## src/rtl/mem_stage_unit_pkg.sv

```systemverilog
// Shared definitions for the memory stage: FSM state encoding, the MEM/WB
// register payload and its bubble value, and the datapath widths.
package mem_stage_unit_pkg;

    localparam int          REG_IDX_W         = 4;
    localparam int          DATA_W            = 32;
    localparam logic [31:0] BASE_ADDR_DEFAULT = 32'd1024;

    typedef enum logic [1:0] {
        MEM_IDLE = 2'd0,
        MEM_WAIT = 2'd1,
        MEM_DONE = 2'd2
    } mem_state_e;

    typedef struct packed {
        logic                 wb_enable;
        logic                 mem_read_enable;
        logic [REG_IDX_W-1:0] dest;
        logic [DATA_W-1:0]    alu_result;
        logic [DATA_W-1:0]    mem_data;
    } mem_wb_t;

    // A bubble writes nothing back and carries no data.
    localparam mem_wb_t MEM_WB_BUBBLE = '0;

endpackage

```

## src/rtl/mem_stage_unit_mem_wb.sv

```systemverilog
// MEM/WB pipeline register: a flop bank that either captures the stage
// result or loads a bubble when the stage has nothing to hand on.
module mem_wb_stage_reg
    import mem_stage_unit_pkg::*;
(
    input  logic    clk,
    input  logic    rst,
    input  logic    bubble_i,
    input  mem_wb_t d_i,
    output mem_wb_t q_o
);

    mem_wb_t wb_q;

    // Capture the stage result, or a bubble, on every rising edge.
    // NOTE: state flops use non-blocking assignments so every register samples pre-edge values.
    always_ff @(posedge clk or negedge rst) begin
        if (!rst) begin
            wb_q <= MEM_WB_BUBBLE;
        end else if (bubble_i) begin
            wb_q <= MEM_WB_BUBBLE;
        end else begin
            wb_q <= d_i;
        end
    end

    assign q_o = wb_q;

endmodule

```

## src/rtl/mem_stage_unit.sv

```systemverilog
// Memory stage of the 5-stage pipeline: multi-cycle access to a word-addressed
// data array, upstream stall while an access is in flight, MEM/WB register.
// Optional build macro MEM_BOUNDS_CHECK_EN: out-of-range addresses suppress
// stores, read as zero and set a sticky addr_error; without it the word index
// wraps modulo DEPTH and addr_error is held low.
module mem_stage_unit
    import mem_stage_unit_pkg::*;
#(
    parameter int          DEPTH       = 64,
    parameter logic [31:0] BASE_ADDR   = BASE_ADDR_DEFAULT,
    parameter int          MEM_LATENCY = 2
) (
    input  logic                 clk,
    input  logic                 rst,
    input  logic                 wb_enable,
    input  logic                 mem_read_enable,
    input  logic                 mem_write_enable,
    input  logic [REG_IDX_W-1:0] dest,
    input  logic [DATA_W-1:0]    alu_result,
    input  logic [DATA_W-1:0]    val_rm,
    output logic                 stall,
    output logic                 wb_enable_out,
    output logic                 mem_read_enable_out,
    output logic [REG_IDX_W-1:0] dest_out,
    output logic [DATA_W-1:0]    alu_result_out,
    output logic [DATA_W-1:0]    mem_data_out,
    output logic                 addr_error
);

    localparam int IDX_W = $clog2(DEPTH);
    localparam int CNT_W = $clog2(MEM_LATENCY + 1);
    localparam logic [CNT_W-1:0] CNT_LAST = CNT_W'(MEM_LATENCY - 1);

    mem_state_e        state_q, state_d;
    logic [CNT_W-1:0]  cnt_q, cnt_d;
    logic [DATA_W-1:0] mem_q [DEPTH];

    logic              req;
    logic              is_store;
    logic              is_load;
    logic [31:0]       offset;
    logic [IDX_W-1:0]  idx;
    logic              in_range;
    logic              unused_offset_bits;

    logic              stall_raw;
    logic              bubble;
    logic              mem_we;
    mem_wb_t           wb_d;
    mem_wb_t           wb_q;

    // A simultaneous read and write request is a store.
    assign req      = mem_read_enable | mem_write_enable;
    assign is_store = mem_write_enable;
    assign is_load  = mem_read_enable & ~mem_write_enable;

    // Byte address to word index; the two low address bits are ignored.
    assign offset = alu_result - BASE_ADDR;
    assign idx    = offset[IDX_W+1:2];

`ifdef MEM_BOUNDS_CHECK_EN
    // Addresses below BASE_ADDR wrap to huge offsets and fail this test too.
    assign in_range           = (offset < 32'(4 * DEPTH));
    assign unused_offset_bits = ^offset[1:0];
`else
    assign in_range           = 1'b1;
    assign unused_offset_bits = ^{offset[31:IDX_W+2], offset[1:0]};
`endif

    // FSM state and latency counter.
    always_ff @(posedge clk or negedge rst) begin
        if (!rst) begin
            state_q <= MEM_IDLE;
            cnt_q   <= '0;
        end else begin
            state_q <= state_d;
            cnt_q   <= cnt_d;
        end
    end

    // Next-state logic: IDLE -> (WAIT ->) DONE -> IDLE for every access.
    // NOTE: every combinational output gets a default first so no path infers a latch.
    always_comb begin
        state_d = state_q;
        cnt_d   = cnt_q;
        unique case (state_q)
            MEM_IDLE: begin
                if (req) begin
                    cnt_d   = CNT_W'(1);
                    state_d = (MEM_LATENCY == 1) ? MEM_DONE : MEM_WAIT;
                end else begin
                    cnt_d = '0;
                end
            end
            MEM_WAIT: begin
                cnt_d = cnt_q + CNT_W'(1);
                if (cnt_q == CNT_LAST) begin
                    state_d = MEM_DONE;
                end
            end
            MEM_DONE: begin
                cnt_d   = '0;
                state_d = MEM_IDLE;
            end
            default: begin
                cnt_d   = '0;
                state_d = MEM_IDLE;
            end
        endcase
    end

    // Output logic: stall, bubble insertion, array write strobe, MEM/WB payload.
    always_comb begin
        stall_raw = 1'b0;
        bubble    = 1'b1;
        mem_we    = 1'b0;
        wb_d      = MEM_WB_BUBBLE;
        unique case (state_q)
            MEM_IDLE: begin
                if (req) begin
                    stall_raw = 1'b1;
                end else begin
                    bubble               = 1'b0;
                    wb_d.wb_enable       = wb_enable;
                    wb_d.mem_read_enable = mem_read_enable;
                    wb_d.dest            = dest;
                    wb_d.alu_result      = alu_result;
                end
            end
            MEM_WAIT: begin
                stall_raw = 1'b1;
            end
            MEM_DONE: begin
                bubble               = 1'b0;
                mem_we               = is_store & in_range;
                wb_d.wb_enable       = wb_enable;
                wb_d.mem_read_enable = is_load;
                wb_d.dest            = dest;
                wb_d.alu_result      = alu_result;
                if (is_load && in_range) begin
                    wb_d.mem_data = mem_q[idx];
                end
            end
            default: begin
                stall_raw = 1'b0;
            end
        endcase
    end

    // Stall is combinational from the request, so it is forced low in reset.
    assign stall = stall_raw & rst;

    // Data array write port; the write strobe only exists in DONE, so an
    // access abandoned by reset never commits.
    // NOTE: the array has no reset; only control state is cleared, contents persist.
    always_ff @(posedge clk) begin
        if (mem_we) begin
            mem_q[idx] <= val_rm;
        end
    end

`ifdef MEM_BOUNDS_CHECK_EN
    logic addr_error_q;

    // Sticky out-of-range flag, raised at the edge that completes the access.
    always_ff @(posedge clk or negedge rst) begin
        if (!rst) begin
            addr_error_q <= 1'b0;
        end else if (state_q == MEM_DONE && !in_range) begin
            addr_error_q <= 1'b1;
        end
    end

    assign addr_error = addr_error_q;
`else
    assign addr_error = 1'b0;
`endif

    mem_wb_stage_reg u_mem_wb (
        .clk      (clk),
        .rst      (rst),
        .bubble_i (bubble),
        .d_i      (wb_d),
        .q_o      (wb_q)
    );

    assign wb_enable_out       = wb_q.wb_enable;
    assign mem_read_enable_out = wb_q.mem_read_enable;
    assign dest_out            = wb_q.dest;
    assign alu_result_out      = wb_q.alu_result;
    assign mem_data_out        = wb_q.mem_data;

endmodule

```

## config.mk

```make
export PLATFORM = sky130hd
export DESIGN_NAME = mem_stage_unit
export DESIGN_NICKNAME = d
export VERILOG_FILES = /design/src/rtl/mem_stage_unit_pkg.sv /design/src/rtl/mem_stage_unit_mem_wb.sv /design/src/rtl/mem_stage_unit.sv
export SDC_FILE = /design/constraint.sdc
export NUM_CORES = 2
export LEC_CHECK = 0
export CAP_MARGIN = 20
export CELL_PAD_IN_SITES_DETAIL_PLACEMENT = 0
export CELL_PAD_IN_SITES_GLOBAL_PLACEMENT = 1
export CORE_ASPECT_RATIO = 1.2
export CORE_MARGIN = 3
export CORE_UTILIZATION = 40
export CTS_CLUSTER_DIAMETER = 50
export DETAILED_ROUTE_END_ITERATION = 8
export GPL_TIMING_DRIVEN = 0
export PLACE_DENSITY_LB_ADDON = 0.1
export SLEW_MARGIN = 20
export SYNTH_ARGS = -nofsm -noshare
export SYNTH_HDL_FRONTEND = slang
export SYNTH_SLANG_ARGS = --single-unit
```

## constraint.sdc

```tcl
create_clock -name clk -period 6 [get_ports clk]
set_input_delay 1.5 -clock clk [delete_from_list [all_inputs] [get_ports clk]]
set_output_delay 1.5 -clock clk [all_outputs]
set_load 0.1 [all_outputs]
```

After elaboration in Yosys (flattened, before gate mapping)
Memories as Yosys holds them, arrays and structs flattened.
Index checks and enable logic that the tools add are counted.
Word-level totals
  register bits after elaboration: 74
  memory bits (writable): 2048
  logic and storage cells: 37
  memories: 1
Operators by class
  add/subtract/negate cells: 2
  equality and inequality tests: 5
  multiplexer cells: 16
  bitwise logic cells: 4
  reductions and logical operators: 2
Memories
  mem_q: depth 64, width 32, read ports 1, clocked after Yosys merged registers in 0, write ports 1, line mem_stage_unit.sv:36  | logic [DATA_W-1:0] mem_q [DEPTH];
Operators by type and width (count)
  38-bit case mux with 2 select lines: 1
  70-bit two-way mux: 1
  32-bit two-way mux: 2
  38-bit two-way mux: 1
  2-bit case mux with 2 select lines: 2
  8-bit by 1-bit subtractor with 8-bit output (second input constant): 1
  1-bit two-way mux: 5
  2-bit by 1-bit equality test with 1-bit output (second input constant): 2
  2-bit two-way mux: 2
  2-bit inequality test (second input constant): 2
  1-bit case mux with 2 select lines: 2
  2-bit by 1-bit adder with 2-bit output (second input constant): 1
  1-bit AND: 2
  2-bit equality test (second input constant): 1
  2-bit zero test: 1
  2-bit AND reduction: 1
  1-bit inverter: 1
  1-bit bitwise OR: 1

Depth between registers and ports, before layout
  depth in word-level cells: 5
  depth in mapped cells: 11

Cells and area by module
Synthesis repeated with hierarchy kept, for this count alone.
Unflattened totals
  cells, all modules: 4530
  area total of the unflattened synthesis: 82151.3 µm²
Modules (own cells, without submodules)
  mem_stage_unit: instances 1, cells each 4383, area each 79926.7 µm²
  mem_wb_stage_reg: instances 1, cells each 147, area each 2224.6 µm²

Least setup slack after synthesis
No wires, ideal clock.
  kind: input-to-reg
  start point: input port alu_result[2]
  end point: memory mem_q[17][0], enable pin
  arrival time: 4.279 ns
  required time: 5.579 ns
  path slack: 1.299 ns
  stages: 9
  buffers on the path: 7
  cells stage by stage: buf_6 buf_6 buf_6 buf_4 buf_4 buf_2 buf_2 nand3_1 nor2_1
On the way
  cells in the longest elaborated chain, start to end: 1
RTL lines
  start, declared: line mem_stage_unit.sv:19  | input logic [DATA_W-1:0] alu_result,
  8-bit by 1-bit subtractor with 8-bit output: line mem_stage_unit.sv:58  | assign offset = alu_result - BASE_ADDR;
  end, declared: line mem_stage_unit.sv:36
Every way passes these cells.

Final worst setup path
  start point: input port alu_result[4]
  end point: memory mem_q[9][21], enable pin
Same word-level chain as after synthesis.

==> flow_metrics.tcl <==
set metrics [dict create \
    status "complete, but fails checks" \
    violations "negative setup slack" \
    end_kind "flip-flop" \
    layout_common_cells "2048 x edfxtp_1, 312 x mux2i_1, 221 x clkbuf_16" \
    cp.arrival_ns 6.67 \
    ctsRootBufferMaster "clkbuf_16" \
    fmax_mhz 164.4 \
    cts.reportedPaths.clkPinSlew_ns 0.06 \
    syn_area_um2 81650 \
    clkSinkCount 2122 \
    boundaryPins 145 \
    port_buffers 139 \
    min_period_over_period_pct 101.4 \
    dp_hpwl_um 290200 \
    grt_max_degree 65 \
    fin_util_pct 48.86 \
    cellLeakagePower_nw 32.56 \
    die_h_um 500.9 \
    min_period_ns 6.083 \
    r2r-start "state_q[0]" \
    reg2reg_depth 6 \
    critPathRequiredTime_ns 6.59 \
    layout-drive-gt1-share_pct 23.10 \
    fin_skew_ns 0.03521 \
    grt_pass1_wl_um 533200 \
    routed_wirelength_um 423800 \
    crit_path_start_kind "input port" \
    worstHoldStart "cnt_q[0]" \
    relSlewSlack_pct 8.100 \
    rows 181 \
    grt.total_usage_pct 40.03 \
    dieArea_um2 209600 \
    yosysSeqAreaShare_pct 77.59 \
    antenna_found_initial 53 \
    viasPerCell 6.840 \
    hold_depth 1 \
    rsz0062_at_grt "false" \
    worst_pin_slew_ns 1.378 \
    drt-initial-drc-count 11100 \
    async_reset_ff_share_pct 3.487 \
    fin_total_pwr_w 0.03328 \
    clock_latency_ns 0.91 \
    firstDrtPassIters 8 \
    cap_violations 0 \
    r2r_slack_ns 2.23 \
    drc 0 \
    cts_buffer_depth 3 \
    crit_type "input port to flip-flop" \
    min_path_type "flip-flop to flip-flop" \
    final_nets 5142 \
    critPathMaxFanout 12 \
    post_drt_wl_per_cell_um 53.40 \
    numCtsBuffers 218 \
    syn_to_final_growth_pct 21.42 \
    holdPathEnd "cnt_q[0]" \
    final-hold-violation-count 0 \
    final_common_cell "edfxtp_1" \
    overflow 0 \
    netlist_instances 4486 \
    vias 54290 \
    power_density_nw_per_um2 335.7 \
    chipWidth_um 418.4 \
    place_ws_ns -0.8931 \
    reg2reg_to "mem_q[9][21]" \
    drv_slew 0 \
    tns_ns -0.7709 \
    grt_pass1_vias 49350 \
    synth_edf_count 2048 \
    ant_nets 0 \
    hold_slack_ns 0.4587 \
    h-tree-depth 4 \
    synth_seq_cells 2122 \
    initial_utilization_pct 40.24 \
    synth_cell_type_count 58 \
    ys_warn_count 0 \
    place.gp.congestion 0.9808 \
    postCtsSetupRepairBufs 0 \
    syn_avg_cell_area_um2 18.20 \
    design.core.area_um2 202900 \
    synth_nets 4560 \
    ys.flop_type "edfxtp_1" \
    vdd_drop_max_uv 307.9 \
    setup_viol 13 \
    worst_slack_ns -0.08318 \
    cts_tree "built" \
]
how the worst max path moves through the flow:
stage	startpoint	endpoint
4_1_cts	alu_result[4]	u_mem_wb.q_o[31]
3_5_place_dp	alu_result[4]	u_mem_wb.q_o[31]
3_3_place_gp	alu_result[4]	mem_q[38][16]
5_1_grt	alu_result[4]	mem_q[9][21]
6_report	alu_result[4]	mem_q[9][21]
2_1_floorplan	alu_result[2]	mem_q[17][0]
layout make-up:
type / count / area [um^2]
fill: 16920 / 103800
sequential: 2122 / 63350
multi-input combinational: 2043 / 17180
timing repair buffer: 362 / 6347
clock buffer: 293 / 5951
tap: 2653 / 3319
buffer: 313 / 1793
clock inverter: 114 / 1096
antenna: 29 / 72.57
inverter: 8 / 30.03
sequential cells by signal (all words and copies together), names as in the netlist:
register / flops
mem_q: 2048
u_mem_wb.q_o: 70
cnt_q: 2
state_q: 2
cell usage after synthesis (90+ instances only):
| cell type | number | area, um^2 |
|---|---|---|
| nand2_1 | 187 | 701.9 |
| a21oi_1 | 150 | 750.7 |
| mux2i_1 | 312 | 3123 |
| buf_2 | 122 | 610.6 |
| mux4_2 | 90 | 2027 |
| a22oi_1 | 126 | 945.9 |
| clkbuf_1 | 100 | 375.4 |
| o2bb2ai_1 | 123 | 1077 |
| mux2_2 | 178 | 2004 |
| nor2_1 | 195 | 732.0 |
| edfxtp_1 | 2048 | 61500 |
| a221oi_1 | 176 | 1541 |
power by group:
part | internal, W | switching [W] | total, W
combinational | 0.000728 | 0.00247 | 0.00319
clock | 0.00765 | 0.00609 | 0.0137
sequential | 0.0163 | 0.0000271 | 0.0163
total | 0.0247 | 0.00858 | 0.0333
repair_timing:
item                       in CTS  in global routing
hold endpoints to repair        0                  0
setup endpoints to repair       0                  1
hold buffers                    0                  0
resized for setup               0                  1
per-stage QoR:
step	area (um^2)	instances
CTS	99060	7908
global route	99080	7912
detailed placement	92010	7501
global placement	86360	7278
finish	99140	7937
floorplan	81650	4486
critical path: stages:
cell and delay [ns]:
clkdlybuf4s50_1 0.64, buf_4 0.31, nor2_1 0.87, buf_2 0.62, buf_2 0.50, nand3_1 0.77, nor2_4 0.90, buf_12 0.27
buf_12 0.21
metal layers:
metal	part of all wire (%)	routed length (um)	up-vias	GRT usage, %
li1	-	-	19610	-
met1	34	145100	28400	49.34
met2	43	181600	4969	58.14
met3	12	52540	1302	11.27
met4	10	44420	12	34.08
met5	0.020	86	-	0
cell families (layout without fill, tap and decap cells):
group	after synthesis	count (layout)	share of synthesized area [%]
compound gates	979	979	8.977
fa+ha+maj	1	1	0.01532
buf+inv	321	1090	2.104
flops	2122	2122	77.59
mux	583	583	8.817
other cells	1	30	0.004593
simple gates	479	479	2.496
Note: power is estimated with default switching activity, not from simulation.
